<file path="config.mk">
export PLATFORM = sky130hd
export DESIGN_NAME = rs_sched
export DESIGN_NICKNAME = d
export VERILOG_FILES = /design/src/rtl/rs_sched_pkg.sv /design/src/rtl/rs_age_matrix.sv /design/src/rtl/rs_sched.sv
export SDC_FILE = /design/constraint.sdc
export NUM_CORES = 1
export LEC_CHECK = 0
export BUFFER_PORTS_ARGS = -buffer_cell sky130_fd_sc_hd__buf_2
export CORE_ASPECT_RATIO = 0.7
export CORE_MARGIN = 4
export CORE_UTILIZATION = 30
export DETAILED_ROUTE_END_ITERATION = 7
export SETUP_SLACK_MARGIN = 0.05
export SYNTH_ARGS = -nofsm -noshare
export SYNTH_HDL_FRONTEND = slang
export SYNTH_SLANG_ARGS = --single-unit
</file>
<file path="constraint.sdc">
create_clock -name clk -period 2.9 [get_ports clk]
set_input_delay 0.145 -clock clk [delete_from_list [all_inputs] [get_ports clk]]
set_output_delay 0.145 -clock clk [all_outputs]
set_load 0.05 [all_outputs]
</file>
<file path="src/rtl/rs_sched_pkg.sv">
`default_nettype none
// ============================================================================
// Module      : rs_sched_pkg
// Description : Shared types for the unified reservation station: physical
//               register / ROB ids, dispatch and nuke packets, RS entry
//               record, and a helper that indexes a uop's sources.
// Ports       : none (package)
// Revision    : 1.0 - initial release
// ============================================================================
package rs_sched_pkg;

  localparam int RS_ENTRIES_DEFAULT = 8;
  localparam int NUM_SOURCES        = 2;
  localparam int PRF_ID_W           = 7;
  localparam int ROB_ID_W           = 6;
  localparam int UOP_W              = 8;

  typedef logic [PRF_ID_W-1:0]                    t_prf_id;
  typedef logic [ROB_ID_W-1:0]                    t_rob_id;
  typedef logic [$clog2(RS_ENTRIES_DEFAULT)-1:0]  t_rs_id;

  typedef struct packed {
    logic [UOP_W-1:0] uop;
    t_rob_id          robid;
    t_prf_id          psrc1;
    t_prf_id          psrc2;
    t_prf_id          pdst;
  } t_disp_pkt;

  typedef struct packed {
    logic valid;
  } t_nuke_pkt;

  typedef struct packed {
    logic                   valid;
    t_disp_pkt              pkt;
    logic [NUM_SOURCES-1:0] src_rdy;
  } t_rs_entry;

  // Source s of a uop: 0 -> psrc1, 1 -> psrc2.
  function automatic t_prf_id disp_psrc(input t_disp_pkt p, input int unsigned s);
    return (s == 0) ? p.psrc1 : p.psrc2;
  endfunction

endpackage
`default_nettype wire

</file>
<file path="src/rtl/rs_age_matrix.sv">
`default_nettype none
// ============================================================================
// Module      : rs_age_matrix
// Description : Age matrix for an N-entry out-of-order buffer. age[i][j]=1
//               means entry i is older than entry j. Tracks allocation and
//               deallocation and picks the oldest requester.
// Ports       : clk, reset        - clock, synchronous active-high reset
//               flush             - clear the whole matrix
//               valid_vec         - currently valid entries
//               alloc_valid/_id   - entry written this cycle (youngest)
//               dealloc_valid/_id - entry leaving this cycle
//               req_vec           - candidate entries
//               grant_vec         - one-hot oldest candidate (or zero)
// Revision    : 1.0 - initial release
// ============================================================================
module rs_age_matrix #(
  parameter int NUM_ENTRIES = 8
) (
  input  logic                           clk,
  input  logic                           reset,
  input  logic                           flush,
  input  logic [NUM_ENTRIES-1:0]         valid_vec,
  input  logic                           alloc_valid,
  input  logic [$clog2(NUM_ENTRIES)-1:0] alloc_id,
  input  logic                           dealloc_valid,
  input  logic [$clog2(NUM_ENTRIES)-1:0] dealloc_id,
  input  logic [NUM_ENTRIES-1:0]         req_vec,
  output logic [NUM_ENTRIES-1:0]         grant_vec
);

  logic [NUM_ENTRIES-1:0][NUM_ENTRIES-1:0] r_age;
  logic [NUM_ENTRIES-1:0]                  w_older_valid;

  // An entry leaving in the same cycle must not be recorded as older than
  // the newcomer, otherwise its stale row would look valid after reuse.
  always_comb begin
    w_older_valid = valid_vec;
    if (dealloc_valid) begin
      w_older_valid[dealloc_id] = 1'b0;
    end
  end

  always_ff @(posedge clk) begin
    if (reset || flush) begin
      r_age <= '0;
    end else begin
      if (dealloc_valid) begin
        for (int i = 0; i < NUM_ENTRIES; i++) begin
          r_age[i][dealloc_id] <= 1'b0;
        end
      end
      if (alloc_valid) begin
        for (int j = 0; j < NUM_ENTRIES; j++) begin
          r_age[alloc_id][j] <= 1'b0;
        end
        for (int i = 0; i < NUM_ENTRIES; i++) begin
          r_age[i][alloc_id] <= w_older_valid[i];
        end
      end
    end
  end

  // Grant i when no other requester is older than i.
  always_comb begin
    logic blocked;
    grant_vec = '0;
    for (int i = 0; i < NUM_ENTRIES; i++) begin
      blocked = 1'b0;
      for (int j = 0; j < NUM_ENTRIES; j++) begin
        if (req_vec[j] && r_age[j][i]) begin
          blocked = 1'b1;
        end
      end
      grant_vec[i] = req_vec[i] & ~blocked;
    end
  end

  always_ff @(posedge clk) begin
    if (!reset) begin
      for (int i = 0; i < NUM_ENTRIES; i++) begin
        for (int j = i + 1; j < NUM_ENTRIES; j++) begin
          if (valid_vec[i] && valid_vec[j]) begin
            a_age_antisym: assert (r_age[i][j] != r_age[j][i]);
          end
        end
      end
    end
  end

endmodule
`default_nettype wire

</file>
<file path="src/rtl/rs_sched.sv">
`default_nettype none
// ============================================================================
// Module      : rs_sched
// Description : Unified reservation station. Buffers dispatched uops, wakes
//               sources from writeback broadcasts and issues the oldest
//               ready uop through a one-deep registered issue slot.
// Ports       : clk, reset        - clock, synchronous active-high reset
//               nuke_rb1          - flush (only .valid used)
//               disp_valid_rs0    - dispatch valid (alloc gates with stall)
//               disp_pkt_rs0      - dispatched uop
//               disp_src_rdy_rs0  - per-source ready at dispatch
//               rs_stall_rs0      - all entries occupied
//               wb_valid_ex       - per-port broadcast valid
//               wb_pdst_ex        - per-port broadcast destination
//               iss_ready_rs1     - execute takes the issue slot
//               iss_valid_rs1     - issue slot valid
//               iss_pkt_rs1       - issued uop
// Revision    : 1.0 - initial release
// ============================================================================
module rs_sched
  import rs_sched_pkg::*;
#(
  parameter int NUM_RS_ENTRIES = RS_ENTRIES_DEFAULT,
  parameter int NUM_WB_PORTS   = 2
) (
  input  logic                             clk,
  input  logic                             reset,
  input  t_nuke_pkt                        nuke_rb1,
  input  logic                             disp_valid_rs0,
  input  t_disp_pkt                        disp_pkt_rs0,
  input  logic [NUM_SOURCES-1:0]           disp_src_rdy_rs0,
  output logic                             rs_stall_rs0,
  input  logic [NUM_WB_PORTS-1:0]          wb_valid_ex,
  input  t_prf_id [NUM_WB_PORTS-1:0]       wb_pdst_ex,
  input  logic                             iss_ready_rs1,
  output logic                             iss_valid_rs1,
  output t_disp_pkt                        iss_pkt_rs1
);

  localparam int ID_W = $clog2(NUM_RS_ENTRIES);

  t_rs_entry                                 r_ent [NUM_RS_ENTRIES];
  logic                                      r_iss_valid;
  t_disp_pkt                                 r_iss_pkt;

  logic [NUM_RS_ENTRIES-1:0]                 w_valid;
  logic [NUM_RS_ENTRIES-1:0]                 w_eligible;
  logic [NUM_RS_ENTRIES-1:0]                 w_grant;
  logic [NUM_RS_ENTRIES-1:0][NUM_SOURCES-1:0] w_wake;
  logic [NUM_SOURCES-1:0]                    w_disp_rdy;
  logic                                      w_nuke;
  logic                                      w_free_found;
  logic [ID_W-1:0]                           w_free_id;
  logic [ID_W-1:0]                           w_sel_id;
  t_disp_pkt                                 w_sel_pkt;
  logic                                      w_alloc;
  logic                                      w_load;
  logic                                      w_issue;

  assign w_nuke = nuke_rb1.valid;

  // Same-cycle bypass: a broadcast landing with the dispatch marks the
  // source ready as it is written.
  always_comb begin
    w_disp_rdy = disp_src_rdy_rs0;
    for (int s = 0; s < NUM_SOURCES; s++) begin
      for (int p = 0; p < NUM_WB_PORTS; p++) begin
        if (wb_valid_ex[p] && (wb_pdst_ex[p] == disp_psrc(disp_pkt_rs0, s))) begin
          w_disp_rdy[s] = 1'b1;
        end
      end
    end
  end

  for (genvar gi = 0; gi < NUM_RS_ENTRIES; gi++) begin : g_entry
    assign w_valid[gi]    = r_ent[gi].valid;
    assign w_eligible[gi] = r_ent[gi].valid & (&r_ent[gi].src_rdy);

    always_comb begin
      w_wake[gi] = '0;
      for (int s = 0; s < NUM_SOURCES; s++) begin
        for (int p = 0; p < NUM_WB_PORTS; p++) begin
          if (wb_valid_ex[p] && (wb_pdst_ex[p] == disp_psrc(r_ent[gi].pkt, s))) begin
            w_wake[gi][s] = 1'b1;
          end
        end
      end
    end
  end

  // Lowest-index free entry (scan downward so the lowest hit wins).
  always_comb begin
    w_free_found = 1'b0;
    w_free_id    = '0;
    for (int i = NUM_RS_ENTRIES - 1; i >= 0; i--) begin
      if (!w_valid[i]) begin
        w_free_found = 1'b1;
        w_free_id    = ID_W'(i);
      end
    end
  end

  always_comb begin
    w_sel_id  = '0;
    w_sel_pkt = '0;
    for (int i = 0; i < NUM_RS_ENTRIES; i++) begin
      if (w_grant[i]) begin
        w_sel_id  = ID_W'(i);
        w_sel_pkt = r_ent[i].pkt;
      end
    end
  end

  assign w_alloc = disp_valid_rs0 & ~w_nuke & w_free_found;
  assign w_load  = ~r_iss_valid | iss_ready_rs1;
  assign w_issue = w_load & (|w_eligible) & ~w_nuke;

  rs_age_matrix #(
    .NUM_ENTRIES   (NUM_RS_ENTRIES)
  ) u_age (
    .clk           (clk),
    .reset         (reset),
    .flush         (w_nuke),
    .valid_vec     (w_valid),
    .alloc_valid   (w_alloc),
    .alloc_id      (w_free_id),
    .dealloc_valid (w_issue),
    .dealloc_id    (w_sel_id),
    .req_vec       (w_eligible),
    .grant_vec     (w_grant)
  );

  always_ff @(posedge clk) begin
    if (reset) begin
      for (int i = 0; i < NUM_RS_ENTRIES; i++) begin
        r_ent[i] <= '0;
      end
      r_iss_valid <= 1'b0;
      r_iss_pkt   <= '0;
    end else if (w_nuke) begin
      for (int i = 0; i < NUM_RS_ENTRIES; i++) begin
        r_ent[i].valid <= 1'b0;
      end
      r_iss_valid <= 1'b0;
    end else begin
      for (int i = 0; i < NUM_RS_ENTRIES; i++) begin
        if (r_ent[i].valid) begin
          r_ent[i].src_rdy <= r_ent[i].src_rdy | w_wake[i];
        end
      end
      if (w_load) begin
        r_iss_valid <= w_issue;
        if (w_issue) begin
          r_iss_pkt                <= w_sel_pkt;
          r_ent[w_sel_id].valid    <= 1'b0;
        end
      end
      // The allocated index is free, so it never collides with the issued one.
      if (w_alloc) begin
        r_ent[w_free_id].valid   <= 1'b1;
        r_ent[w_free_id].pkt     <= disp_pkt_rs0;
        r_ent[w_free_id].src_rdy <= w_disp_rdy;
      end
    end
  end

  assign rs_stall_rs0  = &w_valid;
  assign iss_valid_rs1 = r_iss_valid;
  assign iss_pkt_rs1   = r_iss_pkt;

  always_ff @(posedge clk) begin
    if (!reset) begin
      a_no_disp_on_stall: assert (!(disp_valid_rs0 && rs_stall_rs0));
      for (int i = 0; i < NUM_RS_ENTRIES; i++) begin
        for (int j = i + 1; j < NUM_RS_ENTRIES; j++) begin
          if (w_valid[i] && w_valid[j]) begin
            a_unique_robid: assert (r_ent[i].pkt.robid != r_ent[j].pkt.robid);
          end
        end
      end
    end
  end

endmodule
`default_nettype wire
</file>
==> flow_summary.json, run 1 <==
{
  "cp.arrival_ps": 3230,
  "placed_area_um2": 23600,
  "ys_types": 71,
  "synthFlopType": "edfxtp_1",
  "rsz0062_at_grt": "yes",
  "io_pins": 95,
  "antenna_found_initial": 2,
  "wirelength_um": 82600,
  "power.density_nw_per_um2": 524,
  "dieArea_um2": 74800,
  "netSwitchingFraction_pct": 24.7,
  "dieHeight_um": 230,
  "clockBufferDepth": 3,
  "clk_latency_ps": 610,
  "cap_violations": 0,
  "worstSetupStartpointType": "register",
  "grt_pass1_vias": 16825,
  "cts_tree": "done",
  "htree_levels": 2,
  "use_met2_pct": 31.8,
  "pwr-share-clk_pct": 43.1,
  "path_common_cell": "buf_4",
  "drt_first_iter_violations": 2397,
  "min_period_ps": 2770,
  "ant_nets": 0,
  "syn_avg_cell_area_um2": 10.9,
  "grt_max_degree": 63,
  "path_cells": "buf_4, nand4_1, o2111ai_1, or2_2, o211ai_1, and4_1, buf_4, o21ai_1",
  "tightest_slew_ps": 1310,
  "overflow": 0,
  "first_pass_iters": 6,
  "synth_seq_cells": 404,
  "irDropWorstVdd_mv": 0.359,
  "ys_warn_count": 0,
  "top_usage_layer": "met1",
  "max_freq_ghz": 0.361,
  "synth_edf_count": 296,
  "grtUsageMet1_pct": 31.8,
  "grt_util_met3_pct": 4.96,
  "combPwrFrac_pct": 7.7,
  "crit_buf_inv": 2,
  "status": "complete, no violations",
  "holdWs_ps": 51.4,
  "grt_pass1_wl_um": 120000,
  "dp.final_hpwl_um": 57200,
  "finalHoldViolCount": 0,
  "syn_to_final_growth_pct": 20.1,
  "cpPeakStageDelay_ps": 540,
  "syn_inst": 1944,
  "placementRows": 81,
  "async_flop_share_pct": 0,
  "drive_above_1_share_pct": 19.9,
  "via_count": 17381,
  "worst_ep_required_time_ps": 3350,
  "cts.clk_slew.worst_paths_ps": 60,
  "track_usage_pct": 21.5,
  "portBuffers": 94,
  "critPathKind": "register to register",
  "timing.critical_path.slowest_stage_cell": "and4_1",
  "die_w_um": 325,
  "routed_via_density": 5.68,
  "slew_headroom_pct": 12.3,
  "holdCritPathClass": "input port to register",
  "drc": 0,
  "initial_utilization_pct": 30.3,
  "crit_family": "simple AND/OR/NAND/NOR gates",
  "numCtsBuffers": 45,
  "final_nets": 2169,
  "p_seq_share_pct": 49.2,
  "wl_per_cell_um": 27.0,
  "cts.sink_count": 404,
  "crit_path_end_kind": "register",
  "synth_nets": 2002,
  "gp_congestion": 0.982,
  "coreArea_um2": 69800,
  "p_leak_nw": 9.39,
  "switching_power_mw": 3.28,
  "cts_root_buffer": "clkbuf_16",
  "synth_area_um2": 21100,
  "fin_crit_sh_pct": 95.6,
  "crit_fanout": 7,
  "skew_ps": 39.7,
  "r2r_slack_ps": 130,
  "fin_area_um2": 25400,
  "yosysSeqAreaShare_pct": 52.3,
  "p_int_mw": 10.0,
  "slew_violations": 0,
  "setup_viol": 0
}
path summary, 6_finish.rpt:
check	start	end	cells past startpoint
worst max-delay path	r_ent[6][0]$_DFFE_PP_	u_age.r_age[13]$_SDFF_PP0_	8
worst min-delay path	disp_pkt_rs0[17]	r_ent[7][19]$_SDFFCE_PN0P_	2
worst max register to register	r_ent[6][0]$_DFFE_PP_	u_age.r_age[13]$_SDFF_PP0_	8
worst min register to register	u_age.r_age[36]$_SDFF_PP0_	u_age.r_age[36]$_SDFF_PP0_	2
area by class of cell:
type | count | area [um^2]
Multi-Input combinational cell | 1353 | 9350
Sequential cell | 404 | 11100
Clock buffer | 57 | 1220
Inverter | 13 | 48.8
Clock inverter | 25 | 220
Fill cell | 6781 | 44500
Tap cell | 913 | 1140
Timing Repair Buffer | 294 | 2330
Antenna cell | 3 | 7.51
placed cells by master (no fill, tap or decap), types with 8 or more instances in the layout:
master | netlist | layout
a21o_1 | 8 | 8
clkinv_2 | 0 | 9
o211a_1 | 13 | 13
o21a_1 | 21 | 21
nor3_1 | 29 | 29
o21ai_1 | 8 | 8
nand2b_2 | 0 | 8
buf_12 | 0 | 24
nor2_1 | 71 | 60
dfxtp_1 | 108 | 107
and2_1 | 176 | 176
o22ai_1 | 45 | 45
clkbuf_16 | 0 | 46
and3_1 | 147 | 147
nor4_1 | 11 | 11
buf_2 | 34 | 94
xnor2_1 | 192 | 192
a221oi_2 | 28 | 28
nand4_1 | 106 | 106
o21ai_0 | 70 | 70
a41oi_1 | 10 | 10
nand2_1 | 72 | 72
a21oi_1 | 73 | 71
nor2_2 | 1 | 10
nand2b_1 | 16 | 8
dlygate4sd3_1 | 0 | 22
xor2_1 | 60 | 60
a211oi_1 | 19 | 18
clkbuf_1 | 105 | 8
a221oi_1 | 37 | 37
buf_4 | 6 | 153
nand3_1 | 36 | 35
edfxtp_1 | 296 | 296
o221ai_1 | 15 | 15
inv_1 | 13 | 13
synthesized netlist by cell type, types with 6 or more instances:
| master | count | area share, % |
|---|---|---|
| nand2b_1 | 16 | 0.47 |
| o211a_1 | 13 | 0.62 |
| buf_4 | 6 | 0.21 |
| dfxtp_1 | 108 | 10 |
| nand3_1 | 36 | 0.85 |
| a41oi_1 | 10 | 0.41 |
| and4_1 | 6 | 0.25 |
| a21oi_1 | 73 | 1.7 |
| nor4_1 | 11 | 0.33 |
| and3_1 | 147 | 4.4 |
| buf_2 | 34 | 0.81 |
| nor2_1 | 71 | 1.3 |
| o221ai_1 | 15 | 0.62 |
| a221oi_2 | 28 | 2.0 |
| clkbuf_1 | 105 | 1.9 |
| nand2_1 | 72 | 1.3 |
| or3_1 | 7 | 0.21 |
| a211oi_1 | 19 | 0.68 |
| o2111ai_1 | 8 | 0.33 |
| buf_1 | 16 | 0.28 |
| a221oi_1 | 37 | 1.5 |
| a21o_1 | 8 | 0.28 |
| xnor2_1 | 192 | 8.0 |
| nand4_1 | 106 | 3.1 |
| or2_2 | 6 | 0.18 |
| o21a_1 | 21 | 0.75 |
| o21ai_1 | 8 | 0.19 |
| nor3_1 | 29 | 0.69 |
| and2_1 | 176 | 5.2 |
| xor2_1 | 60 | 2.5 |
| edfxtp_1 | 296 | 42 |
| buf_6 | 12 | 0.64 |
| o21ai_0 | 70 | 1.7 |
| o22ai_1 | 45 | 1.3 |
| inv_1 | 13 | 0.23 |
power by group through the flow:
stage          Clock [mW]  Sequential, mW  Combinational [mW]
2_1_floorplan           0            6.60               0.565
4_1_cts              5.78            6.53                1.00
3_5_place_dp            0            6.65               0.977
3_3_place_gp            0            6.65               0.961
6_report             5.73            6.54                1.02
5_1_grt              6.04            6.55                1.08
metrics by stage:
stage               setup TNS [ps]  util [%]  setup slack [ps]  cells  power, mW
finish                           0      36.3               128   3062       13.3
global route                     0      36.3              23.8   3060       13.7
CTS                              0      36.2              85.3   3054       13.3
detailed placement           -4730      33.8              -181   2948       7.63
global placement             -4460      33.8              -176   2948       7.61
floorplan                        0         -               191   1944       7.16
metal layers:
metal	part of all wire, %	vias to the layer above	wire [um]
met5	0	-	0
met4	2.2	0	1780
met3	11	136	8930
met2	42	987	34900
met1	45	8677	37000
li1	-	7581	-
repair_timing:
action                     in CTS  in global routing
pin swaps                       1                  3
hold endpoints to repair      169                  0
buffers inserted                2                  5
setup endpoints to repair      64                 65
gates resized for setup         2                 11
hold buffers                   22                  0
state kept, by name, summed over array words and instances, names as in the netlist:
name	flops
u_age.r_age	64
r_ent	304
iss_valid_rs1	1
iss_pkt_rs1	35
cells by family after synthesis:
kind of cell              synth area share, %
DFF                                      52.3
buffers and inverters                    4.06
AOI/OAI and AO/OA                        13.8
and+or+nand+nor                          19.4
xor gates and xnor gates                 10.4
Note: power is estimated with default switching activity, not from simulation.
==> run 2, diff against run 1 <==
--- a/config.mk
+++ b/config.mk
@@ -7,7 +7,6 @@
 export LEC_CHECK = 0
 export BUFFER_PORTS_ARGS = -buffer_cell sky130_fd_sc_hd__buf_2
 export CORE_ASPECT_RATIO = 0.7
-export CORE_MARGIN = 4
 export CORE_UTILIZATION = 30
 export DETAILED_ROUTE_END_ITERATION = 7
 export SETUP_SLACK_MARGIN = 0.05
==> constraint.sdc (replaced) <==
create_clock -name clk -period 2.59 [get_ports clk]
set_input_delay 0.1295 -clock clk [delete_from_list [all_inputs] [get_ports clk]]
set_output_delay 0.1295 -clock clk [all_outputs]
set_load 0.05 [all_outputs]
==> run 2 against run 1 <==
Effect of this change: final cell count grew 2.4%; hold slack lost 8.7 ps; clock power grew 6.1%; global-route usage grew 2.0 points; via count grew 2.4%; combinational power grew 19%; fmax grew 7.2%; core utilization grew 1.7 points; worst setup slack lost 120 ps; clock-buffer cell count grew 14; largest cell class unchanged.
==> flow_summary.json, run 2 (synthesis gave the netlist of run 1 again) <==
{
  "path_cells": "and3_4, or4_4, o21ai_4, nor2_2, nand2_1, nand3_1, buf_4, o21ai_0",
  "rr_endpoint": "u_age.r_age[52]$_SDFF_PP0_",
  "grt_pass1_vias": 17169,
  "placed_area_um2": 24100,
  "p_leak_nw": 9.88,
  "tightest_slew_ps": 869,
  "pre_cts_ws_ps": -235,
  "r2r_slack_ps": 3,
  "min_period_ps": 2590,
  "switching_power_mw": 3.65,
  "dieHeight_um": 224,
  "register_area_um2": 11100,
  "fin_area_um2": 26500,
  "n_antenna_cell": 0,
  "setup_viol": 0,
  "largest_reg_flops": 304,
  "cp.arrival_ps": 3090,
  "setup_ws_ps": 3.07,
  "n_fill_cell": 6793,
  "mostFrequentLayoutCells": "edfxtp_1 (296), buf_4 (200), xnor2_1 (192)",
  "grt_max_degree": 75,
  "coreArea_um2": 69700,
  "place_inst": 3007,
  "portBuffers": 94,
  "drive_above_1_share_pct": 24.4,
  "clk_latency_ps": 600,
  "track_usage_pct": 23.5,
  "grt_pass1_wl_um": 123000,
  "mostFrequentLayoutCell": "edfxtp_1",
  "cts.sink_count": 404,
  "worstSetupStartpointType": "register",
  "rr_worst_depth": 8,
  "wirelength_um": 85900,
  "hold_start": "disp_pkt_rs0[18]",
  "cpPeakStageDelay_ps": 570,
  "die_w_um": 319,
  "status": "complete, no violations",
  "fin_crit_sh_pct": 99.9,
  "netSwitchingFraction_pct": 25.0,
  "p_int_mw": 11.0,
  "timing.critical_path.slowest_stage_cell": "or4_4",
  "max_freq_ghz": 0.387,
  "multi_input_area_um2": 9760,
  "antenna_found_initial": 3,
  "numCtsBuffers": 43,
  "wl_per_cell_um": 27.4,
  "cts.clk_slew.worst_paths_ps": 70,
  "regMostFlops": "r_ent",
  "pwr-share-clk_pct": 41.6,
  "via_count": 17794,
  "layout.cells.non_filler": 3136,
  "initial_utilization_pct": 30.3,
  "finalHoldViolCount": 0,
  "p_total_mw": 14.6,
  "power.density_nw_per_um2": 551,
  "whs_endpoint": "r_ent[6][20]$_SDFFCE_PN0P_",
  "crit_path_end_kind": "register",
  "holdWs_ps": 42.7,
  "irDropWorstVdd_mv": 0.454,
  "worst_ep_required_time_ps": 3100,
  "cap_violations": 0,
  "ant_nets": 0,
  "p_seq_share_pct": 50.1,
  "syn_to_final_growth_pct": 25.5,
  "overflow": 0,
  "placementRows": 81,
  "io_pins": 95,
  "dp.final_hpwl_um": 59900,
  "combPwrFrac_pct": 8.3,
  "gp_congestion": 1.02,
  "hold_path_depth": 2,
  "critPathKind": "register to register",
  "slew_headroom_pct": 42.0,
  "reg2reg_from": "r_ent[6][0]$_DFFE_PP_",
  "slew_violations": 0,
  "fin_setup_tns_ps": 0,
  "dieArea_um2": 71500,
  "final_nets": 2247,
  "first_pass_iters": 5,
  "skew_ps": 28.0,
  "drt_first_iter_violations": 2063,
  "drc": 0,
  "utilization_pct": 38.0,
  "clockBufferDepth": 3,
  "routed_via_density": 5.67,
  "rsz0062_at_grt": "yes",
  "crit_fanout": 6,
  "cts_root_buffer": "clkbuf_16",
  "htree_levels": 2,
  "cts_tree": "done",
  "holdCritPathClass": "input port to register"
}
run 2: per-layer routing:
layer,share of wire [%],global-route usage (%),vias up
met2,42,34.6,959
met5,0,0,-
li1,-,-,7740
met4,2.2,5.94,0
met3,10,5.05,135
met1,45,34.4,8960
run 2: timing repair:
item	CTS	global route
resized for setup	38	81
cloned	0	1
setup buffers	12	15
endpoints found under the hold margin	164	0
hold buffers	22	0
endpoints found under the setup margin	79	92
pin swaps	6	16
run 2: final cells by class:
| cell class | count | share of cell area, % |
|---|---|---|
| inverter | 13 | 0.184 |
| clock inverter | 8 | 0.392 |
| multi-input combinational | 1353 | 36.8 |
| sequential | 404 | 41.7 |
| clock buffer | 71 | 4.62 |
| tap | 913 | 4.31 |
| timing repair buffer | 374 | 12.0 |
run 2: power by group through the flow:
stage / clock network, mW / registers (mW) / logic, mW
final: 6.08 / 7.31 / 1.21
after global routing: 6.39 / 7.32 / 1.28
after CTS: 6.17 / 7.30 / 1.19
after detailed placement: 0 / 7.44 / 1.15
after global placement: 0 / 7.43 / 1.13
after floorplan: 0 / 7.38 / 0.634
run 2: critical path, delay by kind of cell (launching register included):
family,cells,cell delay [ps]
compound gates,2,420
buf+inv,1,230
flops,1,490
simple gates,5,1360
run 2: worst max path at each step:
stage                              endpoint                      start
2_1_floorplan         r_ent[4][0]$_DFFE_PP_  r_ent[7][37]$_SDFFE_PP1P_
3_3_place_gp   iss_pkt_rs1[14]$_SDFFE_PP0P_  r_ent[6][37]$_SDFFE_PP1P_
3_5_place_dp   iss_pkt_rs1[16]$_SDFFE_PP0P_  r_ent[6][37]$_SDFFE_PP1P_
4_1_cts        iss_pkt_rs1[12]$_SDFFE_PP0P_      r_ent[4][0]$_DFFE_PP_
5_1_grt          u_age.r_age[50]$_SDFF_PP0_      r_ent[6][0]$_DFFE_PP_
6_report         u_age.r_age[52]$_SDFF_PP0_      r_ent[6][0]$_DFFE_PP_
==> run 3, diff against run 2 <==
--- a/config.mk
+++ b/config.mk
@@ -5,6 +5,7 @@
 export SDC_FILE = /design/constraint.sdc
 export NUM_CORES = 1
 export LEC_CHECK = 0
+export ABC_AREA = 1
 export BUFFER_PORTS_ARGS = -buffer_cell sky130_fd_sc_hd__buf_2
 export CORE_ASPECT_RATIO = 0.7
 export CORE_UTILIZATION = 30
==> run 3 against run 2 <==
Effect of this change: combinational power about the same; core utilization decreased by 1.1 points; die area rose by 1.0%; clock skew shrank 15 ps; worst setup slack better by 77 ps; final cell count grew 20%; critical endpoint is now iss_pkt_rs1[9]$_SDFFE_PP0P_.
==> flow_summary.json, run 3 <==
{
  "critPathKind": "register to register",
  "cts.sink_count": 404,
  "n_antenna_cell": 0,
  "crit_path_end_kind": "register",
  "overflow": 0,
  "cp.arrival_ps": 2940,
  "dp.final_hpwl_um": 59700,
  "post-synth-top-area-fraction_pct": 41.6,
  "via_count": 20142,
  "cts.clk_slew.worst_paths_ps": 60,
  "io_pins": 95,
  "mostFrequentLayoutCells": "nand2_1 (497), nor2_1 (463), edfxtp_1 (296)",
  "synth_nets": 2627,
  "track_usage_pct": 23.4,
  "setup_ws_ps": 79.8,
  "met2_length_um": 32600,
  "tightest_slew_ps": 702,
  "wirelength_um": 86300,
  "synth_most_common_cell": "nand2_1",
  "finalHoldViolCount": 0,
  "drt-met1-wl_um": 37700,
  "async_flop_share_pct": 0,
  "gp_congestion": 1.03,
  "cts_root_buffer": "clkbuf_16",
  "ys_warn_count": 0,
  "drt_first_iter_violations": 3047,
  "worst_ep_required_time_ps": 3020,
  "r2r_slack_ps": 80,
  "min_period_ps": 2510,
  "synthFlopType": "edfxtp_1",
  "p_total_mw": 15.1,
  "drive_above_1_share_pct": 16.4,
  "slew_violations": 0,
  "dieArea_um2": 72200,
  "dr_wl_met3_um": 13700,
  "rsz0062_at_grt": "yes",
  "mostFrequentLayoutCell": "nand2_1",
  "status": "complete, no violations",
  "layout.cells.non_filler": 3748,
  "slew_headroom_pct": 53.1,
  "yosysSeqAreaShare_pct": 51.8,
  "place_inst": 3656,
  "die_w_um": 321,
  "p_leak_nw": 10.6,
  "clockBufferDepth": 3,
  "holdCritPathClass": "input port to register",
  "ys_types": 48,
  "htree_levels": 2,
  "utilization_pct": 36.9,
  "setup_viol": 0,
  "reg2reg_from": "r_ent[7][1]$_DFFE_PP_",
  "startpoint": "r_ent[7][1]$_DFFE_PP_",
  "final_nets": 2821,
  "placementRows": 81,
  "antenna_found_initial": 1,
  "drc": 0,
  "grt_max_degree": 41,
  "initial_utilization_pct": 30.4,
  "routed_via_density": 5.37,
  "ys_top_cells_by_count": "nand2_1 (511), nor2_1 (467), edfxtp_1 (296)",
  "placed_area_um2": 24100,
  "synth_seq_cells": 404,
  "cts_tree": "done",
  "clk_latency_ps": 570,
  "syn_to_final_growth_pct": 21.3,
  "synth_edf_count": 296,
  "power.density_nw_per_um2": 582,
  "fin_area_um2": 25900,
  "fin_crit_sh_pct": 96.9,
  "syn_avg_cell_area_um2": 8.31,
  "largest_reg_flops": 304,
  "grt_pass1_wl_um": 124000,
  "hold_start": "disp_pkt_rs0[27]",
  "skew_ps": 13.0,
  "holdWs_ps": 28.2,
  "dieHeight_um": 225,
  "synth_area_um2": 21300,
  "irDropWorstVdd_mv": 0.387,
  "ant_nets": 0,
  "coreArea_um2": 70100,
  "pre_cts_ws_ps": -18.2,
  "max_freq_ghz": 0.398,
  "worstSetupStartpointType": "register",
  "n_fill_cell": 7236,
  "cap_violations": 0,
  "regMostFlops": "r_ent",
  "crit_fanout": 7,
  "top_layer": "met4",
  "grt_pass1_vias": 18282,
  "wl_per_cell_um": 23.0,
  "portBuffers": 94,
  "first_pass_iters": 6,
  "numCtsBuffers": 40,
  "synth_area_leader_cell": "edfxtp_1",
  "syn_inst": 2569,
  "synth.top_cells.by_area": "edfxtp_1 (42%), dfxtp_1 (10%), nand2_1 (9.0%)",
  "fin_setup_tns_ps": 0
}
[run 3: changes by cell type after synthesis, sizes merged, moves of 58 or more]
cell	change
inv	+202
nand2	+456
and3	-151
nor2	+410
and2	-177
xnor2	-178
o21ai	+109
a21oi	+83
a221oi	-58
[run 3: final timing paths]
path / endpoint / cells after the start
setup / recovery: iss_pkt_rs1[9]$_SDFFE_PP0P_ / 13
hold / removal: r_ent[2][29]$_SDFFCE_PN0P_ / 3
setup reg to reg: iss_pkt_rs1[9]$_SDFFE_PP0P_ / 13
hold reg to reg: u_age.r_age[36]$_SDFF_PP0_ / 2
[run 3: cell families (layout without fill, tap and decap cells)]
logic type             count (synthesis)  after routing  share of synthesized area [%]
XOR/XNOR                              70             70                           2.87
flip-flops                           404            404                           51.8
AO/OA/AOI/OAI                        510            510                           13.9
buffers and inverters                383            608                           7.51
AND/OR/NAND/NOR                     1202           1202                           23.9
[run 3: final cells by class]
class	count	area, um^2	share of cell area, %
Clock buffer	56	1160	4.49
Clock inverter	17	302	1.16
Inverter	234	886	3.42
Multi-Input combinational cell	1782	8810	34.0
Sequential cell	404	11100	42.7
Tap cell	954	1190	4.61
Timing Repair Buffer	301	2490	9.62
[run 3: routing by layer]
metal,up-vias,track usage [%]
li1,9107,-
met1,9483,34.6
met2,1395,30.5
met3,157,9.53
met4,0,6.88
met5,-,0
[run 3: repair_timing]
action | 4_1_cts | 5_1_grt
cloned | 0 | 1
pin swaps | 0 | 2
hold endpoints to repair | 63 | 0
buffers inserted | 6 | 2
gates resized for setup | 3 | 19
endpoints found under the setup margin | 41 | 228
hold buffers | 10 | 0
[run 3: critical path, cell delays in order (launching register included)]
cell,delay (ps)
edfxtp_1,480
buf_4,210
nand4_1,120
nand2_1,70
nor2_1,220
nand2_2,190
inv_1,320
nand2_1,140
nand3_1,110
nand2_1,60
nand2_1,140
nand2_1,110
nand2_1,110
a21oi_1,70
[run 3: report_power, final]
| part | switching (mW) | leakage, nW | internal [mW] | total, mW |
|---|---|---|---|---|
| clock network | 2.70 | 0.718 | 3.95 | 6.65 |
| registers | 0.131 | 3.96 | 7.10 | 7.24 |
| logic | 0.842 | 5.89 | 0.362 | 1.20 |
| total | 3.67 | 10.6 | 11.4 | 15.1 |
